==> config.mk <==
export PLATFORM = sky130hd
export DESIGN_NAME = pc_sequencer
export DESIGN_NICKNAME = d
export VERILOG_FILES = /design/src/rtl/pc_sequencer_pkg.sv /design/src/rtl/ret_addr_stack.sv /design/src/rtl/pc_sequencer.sv
export SDC_FILE = /design/constraint.sdc
export NUM_CORES = 1
export LEC_CHECK = 0
export CORE_ASPECT_RATIO = 1.2
export CORE_UTILIZATION = 52
export CTS_CLUSTER_DIAMETER = 200
export DETAILED_ROUTE_END_ITERATION = 10
export HOLD_SLACK_MARGIN = 0.12
export PLACE_DENSITY = 0.71
export SLEW_MARGIN = 0
export SYNTH_ARGS = -nofsm -noshare
export SYNTH_HDL_FRONTEND = slang
export SYNTH_SLANG_ARGS = --single-unit
==> constraint.sdc <==
create_clock -name CLK -period 4.85 [get_ports CLK]
set_input_delay 0.97 -clock CLK [delete_from_list [all_inputs] [get_ports CLK]]
set_output_delay 0.97 -clock CLK [all_outputs]
set_load 0.03 [all_outputs]
==> src/rtl/pc_sequencer_pkg.sv <==
// ---------------------------------------------------------------------------
// pc_sequencer_pkg
// Shared constants for the program-counter sequencer and its return-address
// stack: default widths/depths and a pointer-width helper that stays legal
// for a single-entry stack.
// ---------------------------------------------------------------------------
package pc_sequencer_pkg;

   localparam int PC_W_DEFAULT      = 16;
   localparam int LUT_DEPTH_DEFAULT = 32;
   localparam int RAS_DEPTH_DEFAULT = 4;

   // Width of a pointer into a buffer of 'depth' entries; never below 1 bit.
   function automatic int ptr_width(input int depth);
      if (depth > 1) begin
         return $clog2(depth);
      end else begin
         return 1;
      end
   endfunction

endpackage

==> src/rtl/ret_addr_stack.sv <==
// ---------------------------------------------------------------------------
// ret_addr_stack
// Circular return-address stack. A push when full overwrites the oldest
// entry (the count saturates at DEPTH); a pop when empty is ignored.
// Ports:
//   clk        clock
//   rst        synchronous active-high reset (empties the stack)
//   push       write push_data on top
//   pop        remove the top entry
//   push_data  address to push
//   top_data   current top entry (valid when !empty)
//   full       count == DEPTH
//   empty      count == 0
// ---------------------------------------------------------------------------
module ret_addr_stack
   import pc_sequencer_pkg::*;
#(
   parameter int DEPTH = RAS_DEPTH_DEFAULT,
   parameter int W     = PC_W_DEFAULT
) (
   input  logic         clk,
   input  logic         rst,
   input  logic         push,
   input  logic         pop,
   input  logic [W-1:0] push_data,
   output logic [W-1:0] top_data,
   output logic         full,
   output logic         empty
);

   localparam int PTR_W = ptr_width(DEPTH);
   localparam int CNT_W = $clog2(DEPTH + 1);
   localparam logic [PTR_W-1:0] LAST_PTR = PTR_W'(DEPTH - 1);
   localparam logic [CNT_W-1:0] FULL_CNT = CNT_W'(DEPTH);

   logic [W-1:0]     mem_r [DEPTH];
   logic [PTR_W-1:0] top_ptr_r;   // next free slot; top entry sits one below
   logic [CNT_W-1:0] count_r;
   logic [PTR_W-1:0] ptr_inc_s;
   logic [PTR_W-1:0] ptr_dec_s;

   // Circular pointer arithmetic, valid for non-power-of-two depths.
   always_comb begin
      ptr_inc_s = top_ptr_r + PTR_W'(1);
      ptr_dec_s = top_ptr_r - PTR_W'(1);
      if (top_ptr_r == LAST_PTR) begin
         ptr_inc_s = '0;
      end else begin
         ptr_inc_s = top_ptr_r + PTR_W'(1);
      end
      if (top_ptr_r == '0) begin
         ptr_dec_s = LAST_PTR;
      end else begin
         ptr_dec_s = top_ptr_r - PTR_W'(1);
      end
   end

   assign top_data = mem_r[ptr_dec_s];
   assign full     = (count_r == FULL_CNT);
   assign empty    = (count_r == '0);

   // Stack storage, pointer and occupancy count.
   always_ff @(posedge clk) begin
      if (rst) begin
         top_ptr_r <= '0;
         count_r   <= '0;
         for (int i = 0; i < DEPTH; i++) begin
            mem_r[i] <= '0;
         end
      end else if (push) begin
         // On a full push the slot being written holds the oldest entry.
         mem_r[top_ptr_r] <= push_data;
         top_ptr_r        <= ptr_inc_s;
         if (!full) begin
            count_r <= count_r + CNT_W'(1);
         end
      end else if (pop && !empty) begin
         top_ptr_r <= ptr_dec_s;
         count_r   <= count_r - CNT_W'(1);
      end
   end

endmodule

==> src/rtl/pc_sequencer.sv <==
// ---------------------------------------------------------------------------
// pc_sequencer
// Program counter with a runtime-writable branch-target table, a registered
// zero flag and a hardware return-address stack. All outputs are registers.
// Ports:
//   CLK           clock
//   START         synchronous active-high reset (overrides everything)
//   stall         freeze PC and stack this cycle
//   halt          stop execution, DONE rises next cycle
//   br_abs        PC <= T
//   br_rel_z      PC <= PC+T when zero_flag=1
//   br_rel_nz     PC <= PC+T when zero_flag=0
//   call          push PC+1, PC <= T
//   ret           pop into PC (PC+1 and underflow when empty)
//   lut_idx       target-table read index, T = lut[lut_idx]
//   flag_we       load zero flag from flag_zero_in
//   flag_zero_in  new zero-flag value
//   lut_we        target-table write enable
//   lut_waddr     target-table write index
//   lut_wdata     target-table write data
//   PC            current instruction address
//   DONE          sticky halted indication
//   zero_flag     registered zero flag
//   ras_overflow  sticky: call pushed into a full stack
//   ras_underflow sticky: ret on an empty stack
// ---------------------------------------------------------------------------
module pc_sequencer
   import pc_sequencer_pkg::*;
#(
   parameter int PC_W      = PC_W_DEFAULT,
   parameter int LUT_DEPTH = LUT_DEPTH_DEFAULT,
   parameter int RAS_DEPTH = RAS_DEPTH_DEFAULT
) (
   input  logic                         CLK,
   input  logic                         START,
   input  logic                         stall,
   input  logic                         halt,
   input  logic                         br_abs,
   input  logic                         br_rel_z,
   input  logic                         br_rel_nz,
   input  logic                         call,
   input  logic                         ret,
   input  logic [$clog2(LUT_DEPTH)-1:0] lut_idx,
   input  logic                         flag_we,
   input  logic                         flag_zero_in,
   input  logic                         lut_we,
   input  logic [$clog2(LUT_DEPTH)-1:0] lut_waddr,
   input  logic [PC_W-1:0]              lut_wdata,
   output logic [PC_W-1:0]              PC,
   output logic                         DONE,
   output logic                         zero_flag,
   output logic                         ras_overflow,
   output logic                         ras_underflow
);

   logic [PC_W-1:0] lut_r [LUT_DEPTH];
   logic [PC_W-1:0] pc_r;
   logic            done_r;
   logic            zero_r;
   logic            ovf_r;
   logic            unf_r;

   logic [PC_W-1:0] target_s;
   logic [PC_W-1:0] pc_inc_s;
   logic [PC_W-1:0] next_pc_s;
   logic            push_s;
   logic            pop_s;
   logic            set_done_s;
   logic            set_ovf_s;
   logic            set_unf_s;
   logic [PC_W-1:0] ras_top_s;
   logic            ras_full_s;
   logic            ras_empty_s;

   // Table read is combinational from the registered array, so a same-cycle
   // write to the same index is seen only after the edge.
   assign target_s = lut_r[lut_idx];
   assign pc_inc_s = pc_r + PC_W'(1);

   ret_addr_stack #(
      .DEPTH (RAS_DEPTH),
      .W     (PC_W)
   ) u_ras (
      .clk       (CLK),
      .rst       (START),
      .push      (push_s),
      .pop       (pop_s),
      .push_data (pc_inc_s),
      .top_data  (ras_top_s),
      .full      (ras_full_s),
      .empty     (ras_empty_s)
   );

   // Next-PC selection and stack/flag side effects, in strobe priority order.
   always_comb begin
      next_pc_s  = pc_r;
      push_s     = 1'b0;
      pop_s      = 1'b0;
      set_done_s = 1'b0;
      set_ovf_s  = 1'b0;
      set_unf_s  = 1'b0;
      if (done_r) begin
         next_pc_s = pc_r;
      end else if (halt) begin
         next_pc_s  = pc_r;
         set_done_s = 1'b1;
      end else if (stall) begin
         next_pc_s = pc_r;
      end else if (ret) begin
         if (!ras_empty_s) begin
            pop_s     = 1'b1;
            next_pc_s = ras_top_s;
         end else begin
            next_pc_s = pc_inc_s;
            set_unf_s = 1'b1;
         end
      end else if (call) begin
         push_s    = 1'b1;
         next_pc_s = target_s;
         set_ovf_s = ras_full_s;
      end else if (br_abs) begin
         next_pc_s = target_s;
      end else if ((br_rel_z && zero_r) || (br_rel_nz && !zero_r)) begin
         // Table entry is a two's-complement offset; sum wraps modulo 2^PC_W.
         next_pc_s = pc_r + target_s;
      end else begin
         next_pc_s = pc_inc_s;
      end
   end

   // PC, sticky DONE and sticky stack error flags.
   always_ff @(posedge CLK) begin
      if (START) begin
         pc_r   <= '0;
         done_r <= 1'b0;
         ovf_r  <= 1'b0;
         unf_r  <= 1'b0;
      end else begin
         pc_r <= next_pc_s;
         if (set_done_s) begin
            done_r <= 1'b1;
         end
         if (set_ovf_s) begin
            ovf_r <= 1'b1;
         end
         if (set_unf_s) begin
            unf_r <= 1'b1;
         end
      end
   end

   // Zero flag loads even while stalled or halted.
   always_ff @(posedge CLK) begin
      if (START) begin
         zero_r <= 1'b0;
      end else if (flag_we) begin
         zero_r <= flag_zero_in;
      end
   end

   // Target table; writes are honoured while stalled or halted.
   always_ff @(posedge CLK) begin
      if (START) begin
         for (int i = 0; i < LUT_DEPTH; i++) begin
            lut_r[i] <= '0;
         end
      end else if (lut_we) begin
         lut_r[lut_waddr] <= lut_wdata;
      end
   end

   assign PC            = pc_r;
   assign DONE          = done_r;
   assign zero_flag     = zero_r;
   assign ras_overflow  = ovf_r;
   assign ras_underflow = unf_r;

endmodule
**Word level (Yosys, flattened, before mapping)**

Memories as Yosys holds them, arrays and structs flattened.
Cells that the tools add are included.

- Memory bits (writable): 576
- Bits in registers: 25
- Memories kept: 2
- Output and inout port bits: 20

- Reduce and logical (&&, ||, !) cells: 13
- Bitwise gates (word level): 3
- Add/sub/neg operators: 6
- Mux-type cells: 48
- Equality and inequality tests: 3

Memory list:

| name | depth | width | rd ports | clocked after memory_dff | write ports | line | text |
|---|---|---|---|---|---|---|---|
| lut_r | 32 | 16 | 1 | 0 | 32 | pc_sequencer.sv:56 | `logic [PC_W-1:0] lut_r [LUT_DEPTH];` |
| u_ras.mem_r | 4 | 16 | 1 | 0 | 4 | ret_addr_stack.sv:36 | `logic [W-1:0] mem_r [DEPTH];` |

Operator list:

| kind | number |
|---|---|
| $mux W16 | 7 |
| $mux W1 | 32 |
| $reduce_or A16 Y1 | 2 |
| $add A16 B1 Y16 const B | 1 |
| $add A16 B16 Y16 | 1 |
| $mux W2 | 5 |
| $mux W3 | 3 |
| $mux W5 | 1 |
| $add A3 B1 Y3 const B | 1 |
| $eq A3 B3 Y1 const B | 1 |
| $logic_and A1 B1 Y1 | 3 |
| $logic_not A3 Y1 | 1 |
| $not A1 Y1 | 3 |
| $reduce_and A3 Y1 | 1 |
| $sub A3 B1 Y3 const B | 1 |
| $add A2 B1 Y2 const B | 1 |
| $eq A2 B2 Y1 const B | 1 |
| $logic_not A1 Y1 | 2 |
| $logic_not A2 Y1 | 1 |
| $ne A2 B2 Y1 const B | 1 |
| $reduce_and A2 Y1 | 1 |
| $reduce_bool A2 Y1 | 1 |
| $sub A2 B1 Y2 const B | 1 |
| $logic_or A1 B1 Y1 | 1 |

**Depth between registers and ports, before layout**

- Word-level depth: 10
- Depth in mapped cells: 15

**Hierarchy**

A second synthesis with hierarchy kept.

- Cells, all modules: 1,975
- Area, all modules: 28,880.2 sq um

By module, submodules not included:

| module | area each (sq um) | cells an instance | times used | seq. area each (sq um) |
|---|---|---|---|---|
| pc_sequencer | 25,612.1 | 1,748 | 1 | 15,775.1 |
| ret_addr_stack | 3,268.1 | 227 | 1 | 2,021.9 |

**Worst setup path after synthesis**

Ideal clock, no wire load.

- Kind: input-to-reg
- From: input lut_idx[1]
- To: register pc_r[9], in the netlist PC[9]
- Arrival time: 4.477 ns
- Data required time: 4.728 ns
- Path slack: 0.252 ns
- Stages on the path: 14
- Path through: buf_2 > buf_2 > clkbuf_1 > mux4_2 > mux4_2 > mux2_2 > ha_1 > inv_1 > o311ai_0 > a41o_1 > a21oi_1 > xnor2_1 > a211oi_1 > o21ai_1

- Word-level cells in the longest chain between the ends: 6

Ends and longest elaborated chain:

| what | line | text |
|---|---|---|
| start, declared | pc_sequencer.sv:43 | `input logic [$clog2(LUT_DEPTH)-1:0] lut_idx,` |
| $mem_v2 Z32 W16 (*) | - |  |
| $add A16 B16 Y16 | pc_sequencer.sv:125 | `next_pc_s = pc_r + target_s;` |
| $mux W16 | pc_sequencer.sv:123 | `end else if ((br_rel_z && zero_r) \|\| (br_rel_nz && !zero_r)) begin` |
| $mux W16 | pc_sequencer.sv:121 | `end else if (br_abs) begin` |
| $mux W16 (*) | pc_sequencer.sv:117 | `end else if (call) begin` |
| $mux W16 (*) | pc_sequencer.sv:109 | `end else if (ret) begin` |
| end signal, assigned | pc_sequencer.sv:139 | `pc_r <= next_pc_s;` |
| end, declared | pc_sequencer.sv:57 | `logic [PC_W-1:0] pc_r;` |

Every way passes the cells marked *; elsewhere a longest branch is shown, timed or not.
A chain may end at the register's enable or synchronous reset.

**Worst setup path in the final report**

- From: input lut_idx[0]
- To: register pc_r[15], in the netlist PC[15]

Same word-level chain as after synthesis.

==> results by group <==
Synth
  • Post-synth cell types: 58
  • Syn_area_per_cell: 14.69 um2
  • Asr flop ratio synth: 0%
  • Syn Nets: 1998
  • Synthesized instance count: 1940
  • Post-synth EDFFs: 576
  • Yosys warns: 0
  • Post-synthesis sequential area ratio: 62.45%
  • Post-synthesis register bit count: 601
  • Post-synth top flop: edfxtp_1
  • Syn Std Cell Area: 28500 um2

Cells and area
  • Final #Nets: 2088
  • Area delta synth->final: 13.14%
  • N_diodes: 0
  • Layout cell share with drive strength beyond 1: 21.17%
  • Post-layout util: 59.85%

Clock tree
  • Post-CTS setup buffers: 0
  • # clock sinks: 601
  • Post-CTS Resized: 0
  • CTS Root Cell: clkbuf_16
  • H-tree levels: 2
  • CTS clk-pin slew, worst paths: 60 ps
  • CTS Buf Count: 56
  • Later-pin clock latency in the skew report: 620 ps
  • CTS Hold Bufs: 0
  • CTS tree: done
  • Bufs on Longest Clock Path: 3

Timing
  • Unrepaired setup endpoints after global routing: false
  • Final-report hold violation count: 0
  • Max Freq: 226.4 MHz
  • Clk_skew: 22.20 ps
  • Slew Limit Fails: 0
  • Setup violators final: 0
  • Period minus WS final: 4418 ps
  • Final Worst Setup Slack: 432.3 ps
  • Slew HR: 12.72%
  • Actual slew at the worst max-slew pin: 1305 ps
  • Period utilization: 91.09%

Critical path
  • Reg2Reg Depth: 15
  • CP Max Fanout: 27
  • Startpoint Class: primary input
  • CP endpoint kind: register
  • RR Startpoint: lut_r[15][1]
  • Worst Setup Path Type: in -> reg
  • Critical Path RT: 5350 ps
  • FF-to-FF setup slack: 950 ps
  • Worst R2R End: PC[15]
  • Arrival @ worst endpoint: 4910 ps

Global route
  • First-pass GRT wire length: 112.1 mm
  • Tot GR Track Use: 27.50%
  • Gr ovfl total: 0
  • Vias in the first global route: 17460
  • Pin count of the biggest net entering global routing: 42
  • Initial antenna violation count: 3

Floorplanning
  • Die Y: 258.5 um
  • Die area: 55750 um2
  • Core Box Area: 53880 um2
  • # IOs: 58
  • Initial Utilization: 52.90%
  • Row cnt: 93
  • Die Width: 215.7 um

Worst hold path
  • HP Start: ras_overflow
  • Hold Crit Depth: 2
  • Endpoint, Worst Hold: ras_overflow
  • Hold Path Class: reg -> reg

Placed design
  • Worst slack at placement: -151.2 ps
  • Port bufs: 57
  • Gpl congestion: 0.9216
  • DP Wirelength: 48.61 mm

Detailed routing
  • Routed Antenna Nets: 0
  • Initial DRC Count: 1841
  • Routed wire length: 74.85 mm
  • Vias per cell: 6.085
  • Routed vias: 16950
  • DRC violations left: 0
  • Routed len/inst: 26.87 um
  • Router iterations before antenna repair: 7

Outcome
  • Status: finished clean

Power and ir drop
  • Pwr Density: 366.4 nW/um2
  • P_leak: 11.31 nW
  • Overall Power: 11.81 mW
  • VDD IR-drop max: 0.2752 mV

Run
  • Total of max-cap violations: 0
-- layout make-up --
class	count	area [um2]
Fill cell	4001	21630
Sequential cell	601	17800
Multi-Input combinational cell	1177	10030
Timing Repair Buffer	182	1637
Clock buffer	65	1435
Tap cell	712	890.9
Clock inverter	37	412.9
Inverter	12	45.04
-- state kept, by name, indices dropped and copies added (netlist names) --
signal           count
DONE                 1
PC                  16
lut_r              512
ras_overflow         1
ras_underflow        1
u_ras.count_r        3
u_ras.mem_r         64
u_ras.top_ptr_r      2
zero_flag            1
-- critical path: stages --
cell and delay (ps):
clkbuf_8 270, buf_12 280, mux4_2 560, mux4_2 480, mux2i_1 310, buf_4 190, inv_1 50, ha_1 270
a21oi_1 170, o311ai_0 130, buf_4 170, a211o_1 300, buf_4 150, o21a_1 190, a21o_1 150, a21oi_1 170
o21ai_1 80
-- cells in the final DEF, fill, tap and decap left out, types with 10 or more instances in the layout --
cell,n
nand3_1,17
buf_4,114
nor3_1,10
mux2_2,15
ha_1,18
nor2_1,144
nand2b_1,11
buf_12,11
or2_2,33
inv_1,12
xor2_1,10
nand2_1,51
clkdlybuf4s50_1,52
edfxtp_1,576
dfxtp_1,25
a21oi_1,29
o21ai_0,26
mux4_2,174
clkinv_1,12
clkinv_2,13
xnor2_1,14
clkbuf_16,56
and2_1,515
-- cell usage after synthesis (10+ instances only) --
cell type	instances	share of area [%]
xor2_1	10	0.31
nor3_1	11	0.19
mux4_2	174	14
clkbuf_1	125	1.6
o21ai_0	26	0.46
nand3_1	17	0.30
xnor2_1	14	0.43
ha_1	18	0.79
and2_1	515	11
inv_1	12	0.16
or2_2	33	0.72
nor2_1	144	1.9
a21oi_1	29	0.51
nand2_1	51	0.67
edfxtp_1	576	61
buf_2	14	0.25
mux2_2	15	0.59
dfxtp_1	25	1.8
nand2b_1	11	0.24
-- kinds of logic (layout without fill, tap and decap cells) --
family | Yosys count | count (layout) | synth area share [%]
compound gates | 123 | 123 | 2.792
xor+xnor | 24 | 24 | 0.7376
fa+ha+maj | 20 | 20 | 0.9308
buf+inv | 162 | 296 | 2.393
flops | 601 | 601 | 62.45
mux | 195 | 195 | 14.55
simple gates | 815 | 815 | 16.14
-- how the worst max path moves through the flow --
stage | slack (ps) | end | startpoint | cells after the start
floorplan | 250 | PC[9] | lut_idx[1] | 14
global placement | -150 | PC[15] | lut_idx[0] | 17
detailed placement | -150 | PC[15] | lut_idx[0] | 17
CTS | 490 | PC[15] | lut_idx[0] | 17
global route | 310 | PC[13] | lut_idx[0] | 16
finish | 430 | PC[15] | lut_idx[0] | 17
-- stage by stage --
| stage | TNS [ps] | hold slack [ps] | instances | instance area [um2] |
|---|---|---|---|---|
| final | 0 | 478.2 | 2786 | 32240 |
| after global routing | 0 | 512.8 | 2786 | 32240 |
| after CTS | 0 | 480.4 | 2786 | 32240 |
| after detailed placement | -504.5 | 464.6 | 2684 | 30400 |
| after global placement | -453.5 | 460.9 | 2684 | 30400 |
| after floorplan | 0 | 486.3 | 1940 | 28500 |
-- metal layers --
| metal | track usage, % | vias to the layer above | wire length (um) |
|---|---|---|---|
| met2 | 47.33 | 740 | 37810 |
| met4 | 11.39 | 4 | 3358 |
| met1 | 34.80 | 8706 | 28300 |
| li1 | - | 7336 | - |
| met3 | 4.343 | 168 | 5354 |
| met5 | 0 | - | 24 |
-- report_power, final --
part | leakage (nW) | internal [mW] | total (mW) | switching (mW)
logic | 4.66 | 0.535 | 1.24 | 0.710
registers | 5.74 | 5.94 | 6.04 | 0.101
clock network | 0.909 | 2.59 | 4.53 | 1.94
Power figures use the tool's default switching activity.
